<file path="config.mk">
export PLATFORM = sky130hd
export DESIGN_NAME = spi_peripheral_flat
export DESIGN_NICKNAME = d
export VERILOG_FILES = /design/src/rtl/spi_pkg.sv /design/src/rtl/spi_peripheral_if.sv /design/src/rtl/sync_edge.sv /design/src/rtl/spi_peripheral.sv /design/src/flat_wrapper.sv
export SDC_FILE = /design/constraint.sdc
export NUM_CORES = 1
export LEC_CHECK = 0
export BUFFER_PORTS_ARGS = -buffer_cell sky130_fd_sc_hd__buf_2
export CORE_ASPECT_RATIO = 0.8
export CORE_MARGIN = 1.5
export CORE_UTILIZATION = 25
export CTS_BUF_LIST = sky130_fd_sc_hd__clkbuf_16
export DETAILED_ROUTE_END_ITERATION = 7
export MAX_ROUTING_LAYER = met4
export PLACE_DENSITY_LB_ADDON = 0.2
export SETUP_SLACK_MARGIN = 0.02
export SYNTH_ARGS = -nofsm -noshare
export SYNTH_HDL_FRONTEND = slang
export SYNTH_HIERARCHICAL = 1
export SYNTH_SLANG_ARGS = --single-unit
</file>
<file path="constraint.sdc">
create_clock -name clk -period 4.85 [get_ports clk]
set_input_delay 0.2425 -clock clk [delete_from_list [all_inputs] [get_ports clk]]
set_output_delay 0.2425 -clock clk [all_outputs]
set_load 0.01 [all_outputs]
</file>
<file path="src/rtl/spi_pkg.sv">
// Shared constants for the SPI peripheral front end.
//   SPI_DATA_W       default bits per transfer (din/dout width)
//   SPI_SYNC_STAGES  default depth of each pin synchronizer (must be >= 2)
//   SPI_CNT_W        bit-counter width for the default transfer size
//   SPI_CPOL/CPHA    SPI mode; fixed at mode 0 (idle-low clock, sample on
//                    rising edge, shift on falling edge). Other modes are
//                    not supported.
package spi_pkg;

    localparam int SPI_DATA_W      = 8;
    localparam int SPI_SYNC_STAGES = 2;

    localparam logic SPI_CPOL = 1'b0;
    localparam logic SPI_CPHA = 1'b0;

    // Width of a counter that walks 0..w-1 (at least one bit).
    function automatic int spi_cnt_w(input int w);
        return (w > 1) ? $clog2(w) : 1;
    endfunction

    localparam int SPI_CNT_W = spi_cnt_w(SPI_DATA_W);

endpackage

</file>
<file path="src/rtl/spi_peripheral_if.sv">
// Signal bundle between an SPI pin driver / register controller and the
// spi_peripheral front end.
//   sclk, cs_n, mosi  SPI pins into the peripheral (asynchronous to clk)
//   miso              SPI data out of the peripheral
//   new_data, din     completed received byte and its one-cycle strobe
//   dout              controller response, sampled the clk after new_data
//   selected          synchronized, inverted chip select
// Modport slave is the peripheral's view; master is the far side's view.
interface spi_peripheral_if #(
    parameter int DATA_W = spi_pkg::SPI_DATA_W
);
    logic              sclk;
    logic              cs_n;
    logic              mosi;
    logic              miso;
    logic              new_data;
    logic              selected;
    logic [DATA_W-1:0] din;
    logic [DATA_W-1:0] dout;

    modport slave (
        input  sclk, cs_n, mosi, dout,
        output miso, new_data, din, selected
    );

    modport master (
        output sclk, cs_n, mosi, dout,
        input  miso, new_data, din, selected
    );
endinterface

</file>
<file path="src/rtl/sync_edge.sv">
// Multi-flop synchronizer for one asynchronous pin plus edge detection.
//   clk, rst  system clock, asynchronous active-low reset
//   in        raw asynchronous pin
//   out_sync  value after SYNC_STAGES flops
//   rise/fall single-cycle edge strobes (last stage vs one history flop)
// All flops reset to IDLE so that coming out of reset never looks like an
// edge when the pin sits at its idle level.
module sync_edge #(
    parameter int   SYNC_STAGES = 2,
    parameter logic IDLE        = 1'b0
) (
    input  logic clk,
    input  logic rst,
    input  logic in,
    output logic out_sync,
    output logic rise,
    output logic fall
);

    logic [SYNC_STAGES-1:0] stage_reg;
    logic [SYNC_STAGES-1:0] stage_next;
    logic                   hist_reg;

    generate
        for (genvar gi = 0; gi < SYNC_STAGES; gi++) begin : g_stage
            if (gi == 0) begin : g_first
                assign stage_next[gi] = in;
            end else begin : g_chain
                assign stage_next[gi] = stage_reg[gi-1];
            end
        end
    endgenerate

    always_ff @(posedge clk or negedge rst) begin
        if (!rst) begin
            stage_reg <= {SYNC_STAGES{IDLE}};
            hist_reg  <= IDLE;
        end else begin
            stage_reg <= stage_next;
            hist_reg  <= stage_reg[SYNC_STAGES-1];
        end
    end

    assign out_sync = stage_reg[SYNC_STAGES-1];
    assign rise     = out_sync & ~hist_reg;
    assign fall     = ~out_sync & hist_reg;

endmodule

</file>
<file path="src/rtl/spi_peripheral.sv">
// SPI mode-0 target front end feeding a byte-wide register controller.
//   clk  system clock (>= 8x sclk)
//   rst  asynchronous active-low reset
//   bus  spi_peripheral_if.slave: sclk/cs_n/mosi in, miso out,
//        new_data/din out to the controller, dout in from it, selected out.
// Bytes arrive MSB first; each completed byte is presented on din with a
// one-clk new_data strobe. The controller's dout, captured one clk after
// the strobe, is shifted out on miso during the next byte of the frame.
module spi_peripheral
    import spi_pkg::*;
#(
    parameter int DATA_W      = SPI_DATA_W,
    parameter int SYNC_STAGES = SPI_SYNC_STAGES
) (
    input  logic              clk,
    input  logic              rst,
    spi_peripheral_if.slave   bus
);

    localparam int   CNT_W          = spi_cnt_w(DATA_W);
    localparam logic SAMPLE_ON_RISE = (SPI_CPOL == SPI_CPHA);

    logic sclk_sync, sclk_rise, sclk_fall;
    logic cs_sync, cs_rise, cs_fall;
    logic mosi_sync, unused_mosi_rise, unused_mosi_fall;

    sync_edge #(.SYNC_STAGES(SYNC_STAGES), .IDLE(SPI_CPOL)) u_sclk_sync (
        .clk(clk), .rst(rst), .in(bus.sclk),
        .out_sync(sclk_sync), .rise(sclk_rise), .fall(sclk_fall)
    );

    sync_edge #(.SYNC_STAGES(SYNC_STAGES), .IDLE(1'b1)) u_cs_sync (
        .clk(clk), .rst(rst), .in(bus.cs_n),
        .out_sync(cs_sync), .rise(cs_rise), .fall(cs_fall)
    );

    sync_edge #(.SYNC_STAGES(SYNC_STAGES), .IDLE(1'b0)) u_mosi_sync (
        .clk(clk), .rst(rst), .in(bus.mosi),
        .out_sync(mosi_sync), .rise(unused_mosi_rise), .fall(unused_mosi_fall)
    );

    logic unused_sclk_level;
    assign unused_sclk_level = sclk_sync;

    logic sample_edge, shift_edge;
    assign sample_edge = SAMPLE_ON_RISE ? sclk_rise : sclk_fall;
    assign shift_edge  = SAMPLE_ON_RISE ? sclk_fall : sclk_rise;

    logic [CNT_W-1:0]       bit_cnt_reg;
    logic [DATA_W-1:0]      rx_shift_reg;
    logic [DATA_W-1:0]      tx_shift_reg;
    logic [DATA_W-1:0]      din_reg;
    logic                   new_data_reg;
    logic                   byte_done_reg;
    logic                   tx_load_reg;
    // settle_reg fills with ones as the synchronizers flush their reset
    // values; only then does cs_sync reflect the real pin. armed_reg is set
    // once cs_n has genuinely been seen high, so a frame already in progress
    // when reset releases is ignored until cs_n cycles high then low.
    logic [SYNC_STAGES-1:0] settle_reg;
    logic                   armed_reg;
    logic                   selected;

    assign selected = armed_reg & ~cs_sync;

    always_ff @(posedge clk or negedge rst) begin
        if (!rst) begin
            bit_cnt_reg   <= '0;
            rx_shift_reg  <= '0;
            tx_shift_reg  <= '0;
            din_reg       <= '0;
            new_data_reg  <= 1'b0;
            byte_done_reg <= 1'b0;
            tx_load_reg   <= 1'b0;
            settle_reg    <= '0;
            armed_reg     <= 1'b0;
        end else begin
            settle_reg <= {settle_reg[SYNC_STAGES-2:0], 1'b1};
            if (settle_reg[SYNC_STAGES-1] && cs_sync) begin
                armed_reg <= 1'b1;
            end

            // Byte hand-off pipeline: byte_done -> new_data/din -> tx load.
            byte_done_reg <= 1'b0;
            new_data_reg  <= byte_done_reg;
            tx_load_reg   <= new_data_reg;
            if (byte_done_reg) begin
                din_reg <= rx_shift_reg;
            end
            if (tx_load_reg) begin
                tx_shift_reg <= bus.dout;
            end

            // Chip-select edges take priority over any clock edge seen in
            // the same cycle, so a bit racing deselection is dropped.
            if (cs_fall && armed_reg) begin
                bit_cnt_reg  <= '0;
                rx_shift_reg <= '0;
                tx_shift_reg <= '0;
            end else if (cs_rise) begin
                bit_cnt_reg <= '0;
            end else if (selected) begin
                if (sample_edge) begin
                    rx_shift_reg <= {rx_shift_reg[DATA_W-2:0], mosi_sync};
                    if (bit_cnt_reg == CNT_W'(DATA_W - 1)) begin
                        bit_cnt_reg   <= '0;
                        byte_done_reg <= 1'b1;
                    end else begin
                        bit_cnt_reg <= bit_cnt_reg + 1'b1;
                    end
                end else if (shift_edge && bit_cnt_reg != '0) begin
                    // At a byte boundary the freshly loaded MSB must stay on
                    // the line for the next byte's first sample edge.
                    tx_shift_reg <= {tx_shift_reg[DATA_W-2:0], 1'b0};
                end
            end
        end
    end

    assign bus.miso     = selected ? tx_shift_reg[DATA_W-1] : 1'b0;
    assign bus.new_data = new_data_reg;
    assign bus.din      = din_reg;
    assign bus.selected = selected;

endmodule

</file>
<file path="src/flat_wrapper.sv">
// flat-port wrapper written by rule: the top's interface ports become plain ports
module spi_peripheral_flat import spi_pkg::*;
#(
    parameter int DATA_W      = SPI_DATA_W,
    parameter int SYNC_STAGES = SPI_SYNC_STAGES
)
  (clk, rst, bus_sclk, bus_cs_n, bus_mosi, bus_dout, bus_miso, bus_new_data, bus_din, bus_selected);
  spi_peripheral_if #(.DATA_W(DATA_W)) bus_i ();
  input  logic clk;
  input  logic rst;
  input wire logic [$bits(bus_i.sclk)-1:0] bus_sclk;
  input wire logic [$bits(bus_i.cs_n)-1:0] bus_cs_n;
  input wire logic [$bits(bus_i.mosi)-1:0] bus_mosi;
  input wire logic [$bits(bus_i.dout)-1:0] bus_dout;
  output wire logic [$bits(bus_i.miso)-1:0] bus_miso;
  output wire logic [$bits(bus_i.new_data)-1:0] bus_new_data;
  output wire logic [$bits(bus_i.din)-1:0] bus_din;
  output wire logic [$bits(bus_i.selected)-1:0] bus_selected;
  assign bus_i.sclk = bus_sclk;
  assign bus_i.cs_n = bus_cs_n;
  assign bus_i.mosi = bus_mosi;
  assign bus_i.dout = bus_dout;
  assign bus_miso = bus_i.miso;
  assign bus_new_data = bus_i.new_data;
  assign bus_din = bus_i.din;
  assign bus_selected = bus_i.selected;
  spi_peripheral #(.DATA_W(DATA_W), .SYNC_STAGES(SYNC_STAGES)) u_core (.clk(clk), .rst(rst), .bus(bus_i));
endmodule
</file>
# Word-level counts from Yosys, hierarchy flattened
# Index checks and enable logic that the tools add are counted.
[classes] addsub=1 multipliers=0 div_mod_pow=0 order_cmp=0 eq_ne=2 shift=0 n_mux=21 n_bitwise=9 n_reduce_logical=10
[op_table] cell="$mux 8" n=10
[op_table] cell="$mux 3" n=5
[op_table] cell="$reduce_bool 3->1" n=3
[op_table] cell="$mux 1" n=6
[op_table] cell="$and 1x1->1" n=5
[op_table] cell="$not 1->1" n=4
[op_table] cell="$reduce_bool 2->1" n=2
[op_table] cell="$add 3x1->3 const B" n=1
[op_table] cell="$eq 3x3->1 const B" n=1
[op_table] cell="$logic_and 1x1->1" n=3
[op_table] cell="$reduce_and 3->1" n=1
[op_table] cell="$ne 2x2->1 const B" n=1
[op_table] cell="$reduce_and 2->1" n=1
[word_totals] reg_bits=41 latch_bits=0 mem_bits_rw=0 romBits=0 in_bits=13 out_inout_bits=11 memories=0

# Depth between registers and ports, before layout
[depth] depth_word=8 mapped_depth=7

# By module
# The synthesis kept the hierarchy.
[modules_own_cells] module="spi_peripheral" n_inst=1 cells_per_inst=113 area_per_inst_um2=1422.6 seq_area_each_um2=825.8
[modules_own_cells] module="sync_edge at u_core.u_mosi_sync ..." n_inst=2 cells_per_inst=5 area_per_inst_um2=90.1 seq_area_each_um2=75.1
[modules_own_cells] module="sync_edge at u_core.u_cs_sync" n_inst=1 cells_per_inst=5 area_per_inst_um2=93.8 seq_area_each_um2=78.8

# Least setup slack after synthesis
# OpenSTA, ideal clock, no wires.
[synth_timing] kind="register -> register" from="register u_core.u_cs_sync.hist_reg" to="register u_core.tx_shift_reg[6]" setup_time_ns=0.094 arrival_ns=1.717 t_required_ns=4.756 slack_ns=3.039 stages_incl_launch_ff=7 path_buffers=2 synth_period_minus_slack_ns=1.811 cell_sequence="dfstp_2 > nor2b_1 > or3b_1 > buf_2 > or3_1 > clkbuf_2 > a211oi_1"
[synth_via] elab_chain_cells=4
[synth_lines] element="from (decl)" line="sync_edge.sv:22" text="logic hist_reg;"
[synth_lines] element="from (signal assigned)" line="sync_edge.sv:40" text="hist_reg <= stage_reg[SYNC_STAGES-1];"
[synth_lines] element="$not 1->1" line="sync_edge.sv:45" text="assign rise = out_sync & ~hist_reg;"
[synth_lines] element="$and 1x1->1" line="sync_edge.sv:45"
[synth_lines] element="named net u_core.cs_rise" line="spi_peripheral.sv:24" text="logic cs_sync, cs_rise, cs_fall;"
[synth_lines] element="$mux 8" line="spi_peripheral.sv:100" text="end else if (cs_rise) begin"
[synth_lines] element="$mux 8" line="spi_peripheral.sv:96" text="if (cs_fall && armed_reg) begin"
[synth_lines] element="to (signal assigned)" line="spi_peripheral.sv:91" text="tx_shift_reg <= bus.dout;"
[synth_lines] element="to (signal assigned)" line="spi_peripheral.sv:114" text="tx_shift_reg <= {tx_shift_reg[DATA_W-2:0], 1'b0};"
[synth_lines] element="to (decl)" line="spi_peripheral.sv:51" text="logic [DATA_W-1:0] tx_shift_reg;"
# The timed path passes the listed nets, and every way through them passes these cells.
# A chain may end at the register's enable or synchronous reset.

# Final worst setup path
[layout_timing] from="register u_core.u_cs_sync.hist_reg" to="register u_core.rx_shift_reg[1]"
[layout_via] elab_chain_cells=4
[layout_lines] element="$not 1->1" line="sync_edge.sv:45"
[layout_lines] element="$and 1x1->1" line="sync_edge.sv:45"
[layout_lines] element="named net u_core.cs_rise" line="spi_peripheral.sv:24"
[layout_lines] element="$ne 2x2->1 (no line)"
[layout_lines] element="$reduce_and 3->1 (no line)"
[layout_lines] element="to (signal assigned)" line="spi_peripheral.sv:104" text="rx_shift_reg <= {rx_shift_reg[DATA_W-2:0], mosi_sync};"
[layout_lines] element="to (decl)" line="spi_peripheral.sv:50" text="logic [DATA_W-1:0] rx_shift_reg;"
# The timed path passes the listed nets, and every way through them passes these cells.

==> impl_metrics.toml <==
[run_status]
outcome = "completed"

[timing]
setup_viol = 0
worst-slew-pin-transition_ps = 1170
max_freq_mhz = 476
grt_setup_unrepaired = "no"
timing.final.crit_share_pct = 43.4
setup_tns_ps = 0
worst_slew_margin_rel_pct = 20.9
clock_skew_ps = 7.20
layout_setup_ws_ps = 2750
post-route-min-period_ps = 2100
finalMaxSlewViolations = 0
hold_viol = 0

[die]
core_mm2 = 0.00641
io_pins = 24
dieArea_mm2 = 0.00713
standard_cell_rows = 26
start_util_pct = 25.8
vert_die_dim_um = 75.8
die_x_um = 94.0

[clock_tree]
clock_sink_count = 41
cts-buffers-inserted = 5
clock_latency_ps = 280
ctsHtreeMaxLevel = 2
cts.reportedPaths.clkPinSlew_ps = 60
post-cts-setup-buffers = 0
clk_root_buffer_cell = "clkbuf_16"
cts_tree = "yes"
cts_hold_repair.buffers = 0
cts_resized = 0
cts_buffer_depth = 2

[detailed_routing]
routed_wl_per_cell_um = 12.1
remaining_drc_errors = 0
num_vias = 982
avgViaCountPerCell = 4.25
totalWireLength_mm = 2.80
drt_pre_antenna_iters = 5
antenna_violating_nets_post_route = 0
drtIter0Drc = 47

[logic_synthesis]
synth-warning-count = 6
syn-cell-area_mm2 = 0.00166
syn-num-nets = 141
synth_cells = 125
syn_avg_cell_area_um2 = 13.3

[setup_path]
cp_slowest_stage_delay_ps = 1020
crit_cells = 4
timing_worst_setup_path_type = "flip-flop to flip-flop"
crit_fanout = 8
cp-start-kind = "flip-flop"
critical_path_buffer_and_inverter_count = 0
critical_path_arrival_ps = 2230
path_cells = "nor2b_1, nor4bb_2, mux2i_1, nor2_1"
timing.critical_path.slowest_stage_cell = "nor4bb_2"
reg2regPathDepth = 4
critical_path_required_ps = 4980
cp_top_family = "simple AND/OR/NAND/NOR gates"
critPathCaptureType = "flip-flop"

[placed_design]
dpl_worst_slack_ps = 2700
placedCellCount = 223
place.port_buffers = 23
gpl.final_weighted_congestion = 0.661
dp.final_hpwl_mm = 1.91

[grt]
grt_overflow = 0
grt_first_pass_wirelength_mm = 4.87
antenna_found_initial = 0
grt_start_max_net_pins = 42
number_of_global_route_vias_before_repair = 1006
globalRouteTotalUtil_pct = 9.47

[min_path]
timing.hold.worst_path_depth = 1
hold_path_class = "input port to flip-flop"

[power]
cellPowerDensity_mw_per_mm2 = 380
peakVddDrop_uv = 136
fin_total_pwr_uw = 767
cellLeakagePower_uw = 0.000925

[finish]
share_of_post_route_cells_with_drive_strength_above_1_pct = 30.6
nFillCells = 619
layout.cells.most_common = "dfrtp_1"
multiInputGateArea_um2 = 588
antennaDiodeCount = 0
number_of_standard_cells_in_the_layout_taps_in_and_fillers_out = 231
postLayoutCoreUtil_pct = 31.5
post_layout_net_count = 162
layout_common_cells = "38 x dfrtp_1, 23 x buf_2, 18 x mux2i_1"
regArea_mm2 = 0.00103
layout-area-overhead-vs-synth_pct = 21.8

[job]
cap_viol_max_count = 0
## path summary, 6_finish.rpt
check | start | endpoint | slack (ps)
max in group asynchronous | rst | u_core/rx_shift_reg[2]$_DFFE_PN0P_ | 4200
max reg2reg | u_core/u_cs_sync/hist_reg$_DFF_PN1_ | u_core/rx_shift_reg[1]$_DFFE_PN0P_ | 2750
min reg2reg | u_core/settle_reg[0]$_DFF_PN0_ | u_core/settle_reg[1]$_DFF_PN0_ | 350
min | bus_cs_n | u_core/u_cs_sync/stage_reg[0]$_DFF_PN1_ | 60
max | u_core/u_cs_sync/hist_reg$_DFF_PN1_ | u_core/rx_shift_reg[1]$_DFFE_PN0P_ | 2750
min in group asynchronous | rst | u_core/bus.din[5]$_DFFE_PN0P_ | 80
## area by class of cell
| class | instances | share of cell area, % |
|---|---|---|
| Clock buffer | 5 | 6.20 |
| Inverter | 2 | 0.372 |
| Timing Repair Buffer | 23 | 5.71 |
| Clock inverter | 3 | 2.30 |
| Multi-Input combinational cell | 73 | 29.2 |
| Tap cell | 84 | 5.21 |
| Sequential cell | 41 | 51.1 |
## metrics by stage
| stage | hold slack [ps] | instance area [um^2] |
|---|---|---|
| final | 62.0 | 2020 |
| after global routing | 53.7 | 2020 |
| after CTS | 53.6 | 2020 |
| after detailed placement | 338 | 1850 |
| after global placement | 332 | 1850 |
| after floorplan | -53.1 | 1660 |
## worst register-to-register path, delay by kind of cell (launching register included)
kind	cells	cell delay (ps)
AND/OR/NAND/NOR	3	1170
flip-flops	1	520
multiplexers	1	270
## per-layer routing
layer | GRT usage [%] | share of wire [%] | vias up
met5 | - | 0 | -
met4 | 3.98 | 0.64 | 0
met3 | 3.19 | 5.4 | 2
met2 | 13.9 | 47 | 18
met1 | 12.0 | 47 | 483
li1 | - | - | 479
## power breakdown
part	switching, uW	total, uW	internal (uW)
combinational	22.6	35.8	13.2
sequential	4.89	357	352
clock	131	374	243
total	158	767	608
No activity file was read; power rests on OpenSTA's default activity.
